--- config.mk ---
export PLATFORM = sky130hd
export DESIGN_NAME = mult_issue_sched_flat
export DESIGN_NICKNAME = d
export VERILOG_FILES = /design/src/rtl/mult_issue_sched_pkg.sv /design/src/rtl/mult_issue_sched_if.sv /design/src/rtl/mult_issue_sched_rr_arbiter.sv /design/src/rtl/mult_issue_sched.sv /design/src/flat_wrapper.sv
export SDC_FILE = /design/constraint.sdc
export NUM_CORES = 1
export LEC_CHECK = 0
export BUFFER_PORTS_ARGS = -buffer_cell sky130_fd_sc_hd__buf_2
export CORE_AREA = 2 2 145 147
export DETAILED_ROUTE_END_ITERATION = 8
export DIE_AREA = 0 0 147 149
export PLACE_DENSITY_LB_ADDON = 0.05
export SLEW_MARGIN = 20
export SYNTH_ARGS = -nofsm -noshare
export SYNTH_HDL_FRONTEND = slang
export SYNTH_SLANG_ARGS = --single-unit
export TNS_END_PERCENT = 20
--- constraint.sdc ---
create_clock -name clk -period 7.4 [get_ports clk]
set_clock_uncertainty 0.05 [all_clocks]
set_input_delay 1.48 -clock clk [delete_from_list [all_inputs] [get_ports clk]]
set_output_delay 1.48 -clock clk [all_outputs]
set_load 0.01 [all_outputs]
--- src/rtl/mult_issue_sched_pkg.sv ---
// Shared types for the multiply issue scheduler: FU payload, FSM state and pointer sizing.
package mult_issue_sched_pkg;

  typedef struct packed {
    logic [3:0]  rob_idx;
    logic [2:0]  funct3;
    logic [31:0] rs1_val;
    logic [31:0] rs2_val;
  } issue_fu_data_t;

  typedef enum logic [1:0] {
    StIdle,
    StExec,
    StWb
  } mult_sched_state_t;

  // A single requester still needs a 1-bit pointer.
  function automatic int unsigned ptr_width(input int unsigned n);
    return (n > 1) ? $clog2(n) : 1;
  endfunction

endpackage

--- src/rtl/mult_issue_sched_if.sv ---
// Requester / FU / CDB handshake bundle seen by the multiply issue scheduler.
interface mult_issue_sched_if #(
  parameter int unsigned NumReq = 4
);
  import mult_issue_sched_pkg::*;

  logic           [NumReq-1:0] req_valid;
  issue_fu_data_t [NumReq-1:0] req_data;
  logic           [NumReq-1:0] req_grant;
  logic                        fu_start;
  issue_fu_data_t              fu_data;
  logic                        fu_busy;
  logic                        fu_done;
  logic                        cdb_req;
  logic                        cdb_gnt;
  logic                        fu_cdb_ack;

  modport master (
    input  req_valid, req_data, fu_busy, fu_done, cdb_gnt,
    output req_grant, fu_start, fu_data, cdb_req, fu_cdb_ack
  );

  modport slave (
    output req_valid, req_data, fu_busy, fu_done, cdb_gnt,
    input  req_grant, fu_start, fu_data, cdb_req, fu_cdb_ack
  );

endinterface

--- src/rtl/mult_issue_sched_rr_arbiter.sv ---
// Combinational round-robin arbiter: search starts at ptr_i, ascending, wrapping at N-1.
module rr_arbiter
  import mult_issue_sched_pkg::*;
#(
  parameter  int unsigned N = 4,
  localparam int unsigned W = ptr_width(N)
) (
  input  logic [N-1:0] req_i,
  input  logic [W-1:0] ptr_i,
  output logic [N-1:0] gnt_o,
  output logic [W-1:0] idx_o,
  output logic         valid_o
);

  int unsigned cand;

  always_comb begin
    gnt_o   = '0;
    idx_o   = '0;
    valid_o = 1'b0;
    cand    = 0;
    for (int unsigned off = 0; off < N; off++) begin
      cand = 32'(ptr_i) + off;
      // Explicit wrap so non-power-of-2 N never indexes past the last requester.
      if (cand >= N) cand = cand - N;
      if (!valid_o && req_i[W'(cand)]) begin
        valid_o          = 1'b1;
        gnt_o[W'(cand)]  = 1'b1;
        idx_o            = W'(cand);
      end
    end
  end

endmodule

--- src/rtl/mult_issue_sched.sv ---
// Issue scheduler for the multi-cycle multiply FU: round-robin issue, CDB writeback, flush.
// Optional perf counters enabled by defining MULT_ISSUE_SCHED_PERF_EN.
module mult_issue_sched
  import mult_issue_sched_pkg::*;
#(
  parameter int unsigned NUM_REQ = 4
) (
  input  logic                 clk,
  input  logic                 rst_n,
  input  logic                 branch_mispredict,
  mult_issue_sched_if.master   bus
`ifdef MULT_ISSUE_SCHED_PERF_EN
  ,
  output logic [31:0]          perf_issue_cnt,
  output logic [31:0]          perf_stall_cnt
`endif
);

  localparam int unsigned PtrW = ptr_width(NUM_REQ);

  mult_sched_state_t state_q, state_d;
  logic [PtrW-1:0]   rr_ptr_q, rr_ptr_d;

  logic [NUM_REQ-1:0] arb_gnt;
  logic [PtrW-1:0]    arb_idx;
  logic               arb_valid;

  rr_arbiter #(
    .N (NUM_REQ)
  ) u_arb (
    .req_i   (bus.req_valid),
    .ptr_i   (rr_ptr_q),
    .gnt_o   (arb_gnt),
    .idx_o   (arb_idx),
    .valid_o (arb_valid)
  );

  always_comb begin
    state_d        = state_q;
    rr_ptr_d       = rr_ptr_q;
    bus.req_grant  = '0;
    bus.fu_start   = 1'b0;
    bus.fu_data    = 'x;
    bus.cdb_req    = 1'b0;
    bus.fu_cdb_ack = 1'b0;

    unique case (state_q)
      StIdle: begin
        if (arb_valid && !bus.fu_busy && !branch_mispredict) begin
          bus.req_grant = arb_gnt;
          bus.fu_start  = 1'b1;
          bus.fu_data   = bus.req_data[arb_idx];
          rr_ptr_d      = (arb_idx == PtrW'(NUM_REQ - 1)) ? '0 : arb_idx + 1'b1;
          state_d       = StExec;
        end
      end
      StExec: begin
        if (bus.fu_done) state_d = StExec == StExec ? StWb : StExec;
      end
      StWb: begin
        bus.cdb_req = 1'b1;
        if (bus.cdb_gnt) begin
          bus.fu_cdb_ack = 1'b1;
          state_d        = StIdle;
        end
      end
      default: state_d = StIdle;
    endcase

    // Flush wins over done/gnt; the round-robin pointer is deliberately kept.
    if (branch_mispredict) begin
      state_d        = StIdle;
      bus.fu_cdb_ack = 1'b0;
    end
  end

  always_ff @(posedge clk or negedge rst_n) begin
    if (!rst_n) begin
      state_q  <= StIdle;
      rr_ptr_q <= '0;
    end else begin
      state_q  <= state_d;
      rr_ptr_q <= rr_ptr_d;
    end
  end

`ifdef MULT_ISSUE_SCHED_PERF_EN
  logic [31:0] perf_issue_q, perf_stall_q;

  always_ff @(posedge clk or negedge rst_n) begin
    if (!rst_n) begin
      perf_issue_q <= '0;
      perf_stall_q <= '0;
    end else begin
      if (bus.fu_start) perf_issue_q <= perf_issue_q + 32'd1;
      if (|bus.req_valid && !(|bus.req_grant)) perf_stall_q <= perf_stall_q + 32'd1;
    end
  end

  assign perf_issue_cnt = perf_issue_q;
  assign perf_stall_cnt = perf_stall_q;
`endif

  // A completion outside EXEC means the FU and scheduler disagree about ownership.
  fu_done_only_in_exec: assert property (@(posedge clk) disable iff (!rst_n)
    bus.fu_done |-> (state_q == StExec));

endmodule

--- src/flat_wrapper.sv ---
// flat-port wrapper written by rule: the top's interface ports become plain ports
module mult_issue_sched_flat import mult_issue_sched_pkg::*;
#(
  parameter int unsigned NUM_REQ = 4
)
  (clk, rst_n, branch_mispredict, bus_req_valid, bus_req_data, bus_fu_busy, bus_fu_done, bus_cdb_gnt, bus_req_grant, bus_fu_start, bus_fu_data, bus_cdb_req, bus_fu_cdb_ack);
  mult_issue_sched_if #(.NumReq(4)) bus_i ();
  input  logic clk;
  input  logic rst_n;
  input  logic branch_mispredict;
  input wire logic [$bits(bus_i.req_valid)-1:0] bus_req_valid;
  input wire logic [$bits(bus_i.req_data)-1:0] bus_req_data;
  input wire logic [$bits(bus_i.fu_busy)-1:0] bus_fu_busy;
  input wire logic [$bits(bus_i.fu_done)-1:0] bus_fu_done;
  input wire logic [$bits(bus_i.cdb_gnt)-1:0] bus_cdb_gnt;
  output wire logic [$bits(bus_i.req_grant)-1:0] bus_req_grant;
  output wire logic [$bits(bus_i.fu_start)-1:0] bus_fu_start;
  output wire logic [$bits(bus_i.fu_data)-1:0] bus_fu_data;
  output wire logic [$bits(bus_i.cdb_req)-1:0] bus_cdb_req;
  output wire logic [$bits(bus_i.fu_cdb_ack)-1:0] bus_fu_cdb_ack;
  assign bus_i.req_valid = bus_req_valid;
  assign bus_i.req_data = bus_req_data;
  assign bus_i.fu_busy = bus_fu_busy;
  assign bus_i.fu_done = bus_fu_done;
  assign bus_i.cdb_gnt = bus_cdb_gnt;
  assign bus_req_grant = bus_i.req_grant;
  assign bus_fu_start = bus_i.fu_start;
  assign bus_fu_data = bus_i.fu_data;
  assign bus_cdb_req = bus_i.cdb_req;
  assign bus_fu_cdb_ack = bus_i.fu_cdb_ack;
  mult_issue_sched #(.NUM_REQ(NUM_REQ)) u_core (.clk(clk), .rst_n(rst_n), .branch_mispredict(branch_mispredict), .bus(bus_i));
endmodule
# ---- Yosys cells after proc, flatten, opt, wreduce, memory -nomap -nowiden
# Index checks and enable logic that the tools add are counted.
dict set report word_totals {
  ff_bits 4
  word_cells 99
  out_inout_bits 78
}
dict set report classes {
  n_eq_ne 6
  bitwise 3
  add_sub_neg 8
  magnitude_cmp 13
  n_mux 50
  reduce_logical 17
}
# cell n
set ops {}
lappend ops {{2-to-1 mux 71 bit} 3}
lappend ops {{binary-select mux 71 bit (select 2 bit)} 1}
lappend ops {{2-to-1 mux 2 bit} 13}
lappend ops {{2-to-1 mux 4 bit} 6}
lappend ops {{2-to-1 mux 1 bit} 18}
lappend ops {{less-than comparator 2 x 3 -> 1 bit (second input constant)} 5}
lappend ops {{bitwise OR 4 bit} 3}
lappend ops {{greater-or-equal comparator 3 bit (second input constant)} 3}
lappend ops {{logical AND 1 bit} 9}
lappend ops {{binary-select mux 1 bit (select 2 bit)} 4}
lappend ops {{demux 1 bit (select 2 bit)} 4}
lappend ops {{greater-or-equal comparator 2 x 1 -> 1 bit (second input constant)} 4}
lappend ops {{subtractor 2 x 1 -> 2 bit (second input constant)} 4}
lappend ops {{adder 2 x 2 -> 3 bit (second input constant)} 2}
lappend ops {{!= test 3 bit (second input constant)} 2}
lappend ops {{one-hot mux 2 bit (3 select lines)} 1}
lappend ops {{zero test 1 bit} 5}
lappend ops {{== test 2 bit (second input constant)} 2}
lappend ops {{adder 2 x 1 -> 3 bit (second input constant)} 1}
lappend ops {{greater-or-equal comparator 2 x 3 -> 1 bit (second input constant)} 1}
lappend ops {{!= test 3 x 2 -> 1 bit (second input constant)} 1}
lappend ops {{AND reduction 3 bit} 1}
lappend ops {{adder 2 x 1 -> 2 bit (second input constant)} 1}
lappend ops {{== test 2 x 1 -> 1 bit (second input constant)} 1}
lappend ops {{other kinds (2)} 2}

# ---- Depth between registers and ports, before layout
# Gate-level depths: netlist of run 1.
dict set report depth {
  word_depth 19
  mapped_depth 11
  depth_no_buf 8
}

# ---- Cells and area by module
# Synthesis of run 1 repeated with hierarchy kept, for this count alone.
dict set report hier_totals {
  cells_unflattened 153
  area_unflattened_um2 2358.5
}
# mod seq_area_each_um2 cells_per_inst instances area_per_inst_um2
set by_module_without_submodules {}
lappend by_module_without_submodules {mult_issue_sched 100.1 108 1 1936.9}
lappend by_module_without_submodules {rr_arbiter 0.0 45 1 421.7}

# ---- Worst setup path before layout of run 1
# No wires, ideal clock.
dict set report synth_path {
  path_kind {input to output}
  from {in bus_req_valid[0]}
  to {out bus_fu_data[50]}
  cell_stages 9
  arrival_ns 3.269
  setup_slack_ns 2.601
  n_path_buf 4
  cell_sequence {buf_6 > mux4_2 > buf_6 > or3_4 > nand2_4 > buf_6 > buf_6 > nand2_1 > a22oi_1}
}
dict set report synth_via {
  elab_chain_cells 16
  word_cells_on_any_way 25
  classes_between {mux: 19; reduce/logical: 6}
}
# element line_no
set synth_lines {}
lappend synth_lines {{start, declared} flat_wrapper.sv:11} ;# input wire logic [$bits(bus_i.req_valid)-1:0] bus_req_valid;
lappend synth_lines {{binary-select mux 1 bit (select 2 bit)} mult_issue_sched_rr_arbiter.sv:26} ;# if (!valid_o && req_i[W'(cand)]) begin
lappend synth_lines {{2-to-1 mux 1 bit (not written as such)} mult_issue_sched_rr_arbiter.sv:26}
lappend synth_lines {{2-to-1 mux 1 bit} mult_issue_sched_rr_arbiter.sv:26}
lappend synth_lines {{zero test 1 bit} mult_issue_sched_rr_arbiter.sv:26}
lappend synth_lines {{logical AND 1 bit} mult_issue_sched_rr_arbiter.sv:26}
lappend synth_lines {{2-to-1 mux 1 bit} mult_issue_sched_rr_arbiter.sv:26}
lappend synth_lines {{zero test 1 bit} mult_issue_sched_rr_arbiter.sv:26}
lappend synth_lines {{logical AND 1 bit} mult_issue_sched_rr_arbiter.sv:26}
lappend synth_lines {{2-to-1 mux 1 bit} mult_issue_sched_rr_arbiter.sv:26}
lappend synth_lines {{zero test 1 bit} mult_issue_sched_rr_arbiter.sv:26}
lappend synth_lines {{logical AND 1 bit} mult_issue_sched_rr_arbiter.sv:26}
lappend synth_lines {{2-to-1 mux 2 bit (*)} mult_issue_sched_rr_arbiter.sv:26}
lappend synth_lines {{binary-select mux 71 bit (select 2 bit) (*)} mult_issue_sched.sv:52} ;# bus.fu_data = bus.req_data[arb_idx];
lappend synth_lines {{2-to-1 mux 71 bit (not written as such) (*)} mult_issue_sched.sv:52}
lappend synth_lines {{2-to-1 mux 71 bit (*)} mult_issue_sched.sv:49} ;# if (arb_valid && !bus.fu_busy && !branch_mispredict) begin
lappend synth_lines {{2-to-1 mux 71 bit (*)} mult_issue_sched.sv:47} ;# unique case (state_q)
lappend synth_lines {{end, declared} flat_wrapper.sv:18} ;# output wire logic [$bits(bus_i.fu_data)-1:0] bus_fu_data;
# Mark *: on every way between the ends. The rest lies on a longest branch, timed or not. The select of a mux whose other input is x is not followed.

# ---- Worst setup path after layout of run 1
dict set report layout_path {
  from {in bus_req_valid[1]}
  to {out bus_fu_data[54]}
}
# Same word-level chain as after synthesis.

==> impl_metrics.py, run 1 <==
metrics = {
    "outcome": {
        "status": "finished, final reports clean",
    },
    "worst_setup_path": {
        "startpoint": "bus_req_valid[1]",
        "cp.required_ns": 5.87,
        "cp-end-kind": "primary output",
        "worstPathMaxFanout": 137,
        "reg2reg_slack_ns": 3.61,
        "crit_arrival_ns": 4.28,
        "startpoint_type": "input pin",
        "crit-reg2reg-launch": "u_core.rr_ptr_q[0]",
        "r2r_end": "u_core.rr_ptr_q[1]",
        "path_class": "in -> out",
        "reg2reg_depth": 8,
    },
    "die": {
        "placementRows": 53,
        "core-area_um2": 20600,
        "initial_core_util": 0.152,
        "chipHeight_um": 149,
        "die_area_um2": 21900,
        "fp.dieW_um": 147,
        "pin_count": 372,
    },
    "route": {
        "dr.pass1.iters": 4,
        "vias": 4371,
        "drt_iter0_markers": 138,
        "viasPerCell": 4.31,
        "drt-total-wl_um": 15500,
        "wl_per_cell_um": 15.3,
        "drc": 0,
        "ant_nets": 0,
    },
    "synth": {
        "synth_top_area_share": 0.230,
        "syn_inst": 399,
        "synth_area_um2": 3130,
        "synth_area_leaders": "mux2i_1, a21oi_2, a22oi_1",
        "synth-xor-area-share": 0.00280,
        "synth_nets": 700,
        "synthMuxAreaShare": 0.259,
        "yosysTopAreaCell": "mux2i_1",
        "synth_top_family_by_area": "compound AO/OA/AOI/OAI gates",
        "synth_fa_ha_area_frac": 0.0280,
        "postSynthAreaPerCell_um2": 7.85,
        "yosys.area_share.simple": 0.147,
        "synth-compound-area-share": 0.424,
        "ys.warnings.count": 0,
        "ys_ff_latch": 4,
        "ys_seq_area_frac": 0.0320,
        "synth_cell_types": 36,
    },
    "cts": {
        "cts_max_path_buffers": 2,
        "clkTransAtPathRegs_ns": 0.03,
        "root_buffer": "clkbuf_16",
        "cts_made_buffers": 3,
        "post_cts_buffers": 0,
        "holdBufCountCts": 0,
        "h-tree-depth": 1,
        "cts_tree": "done",
        "cts.sinks": 4,
        "insertion_delay_ns": 0.22,
        "cts_resized": 0,
    },
    "pwr": {
        "leakagePower_nw": 2.72,
        "power.density_nw_per_um2": 580,
        "ir_drop_uv": 412,
    },
    "finish": {
        "nets": 1040,
        "syn_to_final_growth_pct": 65.8,
        "fillerInstances": 2342,
        "seq_area_um2": 100,
        "drive_above_1_share": 0.636,
        "utilization": 0.253,
        "multiInputGateArea_um2": 2710,
    },
    "global_route": {
        "grt_antenna_before_repair": 1,
        "grt_busiest_layer": "met2",
        "met1_usage": 0.136,
        "grt.total_usage": 0.128,
        "grt_pass1_wl_um": 22900,
        "gr-usage-met2": 0.260,
        "grt_max_degree": 138,
        "use_met3": 0.0321,
        "first_global_vias": 4288,
        "grt_remaining_overflow": 0,
    },
    "timing": {
        "finalMaxSlewViolations": 0,
        "maxSlewHeadroom": 0.198,
        "tightestPinTransition_ns": 1.20,
        "hold_viol": 0,
        "period_needed_ns": 5.81,
        "fin_crit_sh": 0.785,
        "finalSetupViolations": 0,
        "rsz0062_at_grt": "no",
        "fmax_ghz": 0.172,
        "setup_tns_ns": 0,
    },
    "place": {
        "place_hpwl_um": 12800,
        "portBuffers": 371,
        "routabilityCongestion": 0.824,
    },
    "min_path": {
        "min_path_cells": 1,
        "min_to": "u_core.state_q[0]",
        "worstHoldPathType": "reg -> reg",
        "min_from": "u_core.state_q[1]",
    },
    "run": {
        "maxCapViolations": 0,
    },
}
==> kinds of logic after synthesis <==
kind of cell	after synthesis
compound gates	160
simple gates	104
mux	77
buf+inv	46
fa+ha+maj	7
flops	4
xor+xnor	1
==> layout by cell type (no fill, tap or decap), drive strengths merged <==
cell type / count
nand2: 75
and3b: 3
dfrtp: 4
nor2: 11
a2111oi: 1
o21a: 1
nand3b: 1
xnor2: 1
buf: 378
a22oi: 76
nor3: 3
mux2i: 72
a21oi: 74
or4: 1
o21ai: 2
clkbuf: 3
o211ai: 1
nand4: 1
mux4: 3
nor2b: 2
or3: 1
a21o: 1
and2: 1
nand2b: 3
nor3b: 2
diode: 1
mux2: 2
inv: 3
ha: 7
a221oi: 4
==> critical path, stage by stage <==
cell and delay (ns):
buf_2 0.15, mux4_2 0.48, nor2b_2 0.20, or3_4 0.37, nand2_8 0.63, buf_4 0.29, mux2i_1 0.20, a22oi_1 0.09
buf_2 0.15
==> cell usage after synthesis <==
cell type and count:
nand2_1 74, mux2i_1 72, a21oi_2 69, a22oi_1 67, buf_4 14, buf_6 13
nor2_1 11, buf_2 10, a22oi_2 9, ha_1 7, clkbuf_1 6, a21oi_1 5
a221oi_1 4, dfrtp_1 4, and3b_1 3, inv_1 3, mux4_2 3, nand2b_1 3
nor3_1 3, nor3b_1 2, o21ai_1 2, a2111oi_2 1, a21o_1 1, and2_4 1
mux2_1 1, mux2_2 1, nand2_4 1, nand3b_1 1, nand4_1 1, nor2b_1 1
nor2b_2 1, o211ai_1 1, o21a_1 1, or3_4 1, or4_1 1, xnor2_1 1
==> registers in the layout, summed over array words and instances, names as in the netlist <==
signal           flops
u_core.rr_ptr_q      2
u_core.state_q       2
==> per-stage QoR <==
step	cells	worst slack (ns)	hold slack, ns	total power [mW]	instance area, µm²
floorplan	399	2.60	0.377	2.19	3130
global placement	1009	1.66	0.415	2.98	5110
detailed placement	1009	1.63	0.419	2.98	5110
CTS	1012	1.62	0.423	3.07	5190
global route	1013	1.40	0.450	3.28	5190
finish	1013	1.59	0.431	3.01	5190
==> report_power, final <==
group	internal (mW)	leakage [nW]	switching, mW
Combinational	1.22	2.63	1.65
Clock	0.0690	0.0370	0.0146
Sequential	0.0276	0.0516	0.0219
==> layout make-up <==
cell class / instances / area share
flip-flops and latches: 4 / 0.0193
multi-input cells: 349 / 0.522
repair buffers: 378 / 0.375
clock buffers: 3 / 0.0145
diodes: 1 / 0.000482
well taps: 275 / 0.0663
inverters: 3 / 0.00217
==> per-layer routing <==
metal | wire length (µm) | vias to the layer above | part of all wire
met4 | 193 | 0 | 0.012
met1 | 5690 | 1944 | 0.37
met3 | 1350 | 10 | 0.087
met2 | 8310 | 235 | 0.53
met5 | 0 | - | 0
li1 | - | 2182 | -
==> worst max path at each step <==
stage | to | slack (ns) | cells past startpoint
2_1_floorplan | bus_fu_data[50] | 2.60 | 9
3_3_place_gp | bus_fu_data[31] | 1.66 | 9
3_5_place_dp | bus_fu_data[54] | 1.63 | 9
4_1_cts | bus_fu_data[54] | 1.62 | 9
5_1_grt | bus_fu_data[39] | 1.40 | 9
6_report | bus_fu_data[54] | 1.59 | 9
Note: power is estimated with default switching activity, not from simulation.
==> inputs of run 2 (changes only) <==
==> constraint.sdc (replaced) <==
create_clock -name clk -period 5.7 [get_ports clk]
set_clock_uncertainty 0.05 [all_clocks]
set_input_delay 1.14 -clock clk [delete_from_list [all_inputs] [get_ports clk]]
set_output_delay 1.14 -clock clk [all_outputs]
set_load 0.01 [all_outputs]
==> run 2 against run 1 <==
Effect of this change: setup slack got worse by 0.78 ns; hold slack got worse by 0.0096 ns; register-to-register slack got worse by 1.3 ns; cell area increased by 0.58%; die area unchanged; largest power group unchanged; non-clock buffer count decreased by 1; final cell count about the same; sequential cell count unchanged; clock power increased by 29%; clock-buffer cell count unchanged; first-iteration DRC count increased by 31%; routed wire length decreased by 1.7%.
==> impl_metrics.py, run 2 (synthesis gave the netlist of run 1 again) <==
metrics = {
    "outcome": {
        "status": "finished, final reports clean",
    },
    "finish": {
        "top_regs": "u_core.rr_ptr_q x2, u_core.state_q x2",
        "final_cell_mix": "buf_2, nand2_1, mux2i_1, a21oi_2, a22oi_1",
        "multiInputGateArea_um2": 2710,
        "fillerInstances": 2330,
        "seq_area_um2": 100,
        "nets": 1039,
        "final_common_cell": "buf_2",
        "drive_above_1_share": 0.636,
        "syn_to_final_growth_pct": 66.8,
    },
    "route": {
        "drt_iter0_markers": 181,
        "wl_per_cell_um": 15.1,
        "drc": 0,
        "vias": 4368,
        "ant_nets": 0,
        "dr.pass1.iters": 4,
        "drt-total-wl_um": 15300,
        "viasPerCell": 4.32,
    },
    "pwr": {
        "power.density_nw_per_um2": 744,
        "ir_drop_uv": 375,
        "power.total_mw": 3.89,
        "leakagePower_nw": 2.73,
    },
    "cts": {
        "insertion_delay_ns": 0.22,
        "h-tree-depth": 1,
        "cts_tree": "done",
        "holdBufCountCts": 0,
        "clkTransAtPathRegs_ns": 0.03,
        "cts_max_path_buffers": 2,
        "cts.sinks": 4,
        "cts_made_buffers": 3,
        "post_cts_buffers": 0,
        "root_buffer": "clkbuf_16",
        "cts_resized": 0,
    },
    "worst_setup_path": {
        "worstPathMaxFanout": 74,
        "cp.required_ns": 4.51,
        "cp-end-kind": "primary output",
        "crit_family": "compound AO/OA/AOI/OAI gates",
        "startpoint_type": "flip-flop",
        "path_class": "reg -> out",
        "slowest_stage": "dfrtp_1",
        "path_buf_inv": 3,
        "path_cells": "inv_1 -> ha_1 -> mux4_2 -> a2111oi_2 -> o21a_4 -> buf_12 -> a21oi_2 -> a22oi_1 -> buf_2",
        "cp_slowest_stage_delay_ns": 0.69,
        "crit_arrival_ns": 3.70,
    },
    "die": {
        "core-area_um2": 20600,
        "fp.dieW_um": 147,
        "placementRows": 53,
        "die_area_um2": 21900,
        "initial_core_util": 0.152,
        "pin_count": 372,
        "chipHeight_um": 149,
    },
    "min_path": {
        "worstHoldPathType": "reg -> reg",
    },
    "timing": {
        "hold_slack_ns": 0.422,
        "finalSetupViolations": 0,
        "rsz0062_at_grt": "no",
        "fmax_ghz": 0.205,
        "period_needed_ns": 4.89,
        "finalMaxSlewViolations": 0,
        "hold_viol": 0,
        "maxSlewHeadroom": 0.618,
        "setup_tns_ns": 0,
        "fin_crit_sh": 0.858,
        "tightestPinTransition_ns": 0.573,
    },
    "place": {
        "routabilityCongestion": 0.831,
        "place_hpwl_um": 12700,
        "portBuffers": 371,
    },
    "global_route": {
        "grt_antenna_before_repair": 1,
        "grt.total_usage": 0.125,
        "first_global_vias": 4242,
        "grt_remaining_overflow": 0,
        "grt_max_degree": 75,
        "grt_pass1_wl_um": 22300,
    },
    "run": {
        "maxCapViolations": 0,
    },
}
==> run 2: changes by cell type in the layout (fill, tap and decap cells not counted) <==
cell,previous run,this run
buf_12,3,6
buf_4,4,0
==> run 2: area by class of cell <==
| cell class | instances | share of cell area |
|---|---|---|
| Antenna cell | 1 | 0.000479 |
| Tap cell | 275 | 0.0659 |
| Multi-Input combinational cell | 349 | 0.519 |
| Clock buffer | 3 | 0.0144 |
| Timing Repair Buffer | 377 | 0.379 |
| Sequential cell | 4 | 0.0192 |
| Inverter | 3 | 0.00216 |
==> run 2: path summary, 6_finish.rpt <==
check,cells after the start,to,slack [ns],startpoint
worst min-delay path,1,u_core.state_q[0],0.42,u_core.state_q[1]
max in group asynchronous,1,u_core.state_q[0],4.80,rst_n
min in group asynchronous,1,u_core.rr_ptr_q[0],0.67,rst_n
worst max register to register,9,u_core.rr_ptr_q[1],2.30,u_core.rr_ptr_q[0]
worst min register to register,1,u_core.state_q[0],0.42,u_core.state_q[1]
worst max-delay path,9,bus_fu_data[23],0.81,u_core.rr_ptr_q[0]
==> run 2: per-layer routing <==
layer  GRT usage  up-vias  routed length [µm]
met2       0.254      235                8370
met5           0        -                   0
li1            -     2177                   -
met3      0.0260        8                1290
met1       0.134     1948                5500
met4      0.0178        0                 121
==> run 2: through the flow <==
stage	area [µm²]	std cells	util	worst slack (ns)
after global placement	5140	1008	0.250	0.903
after CTS	5220	1011	0.254	0.742
after global routing	5220	1012	0.254	0.488
final	5220	1012	0.254	0.811
after detailed placement	5140	1008	0.250	0.919
after floorplan	3130	399	-	1.58
==> run 2: where the power goes <==
| group | internal, mW | switching, mW | leakage, nW |
|---|---|---|---|
| clock network | 0.0895 | 0.0181 | 0.0370 |
| registers | 0.0358 | 0.0291 | 0.0516 |
| logic | 1.59 | 2.13 | 2.64 |
| total | 1.71 | 2.18 | 2.73 |
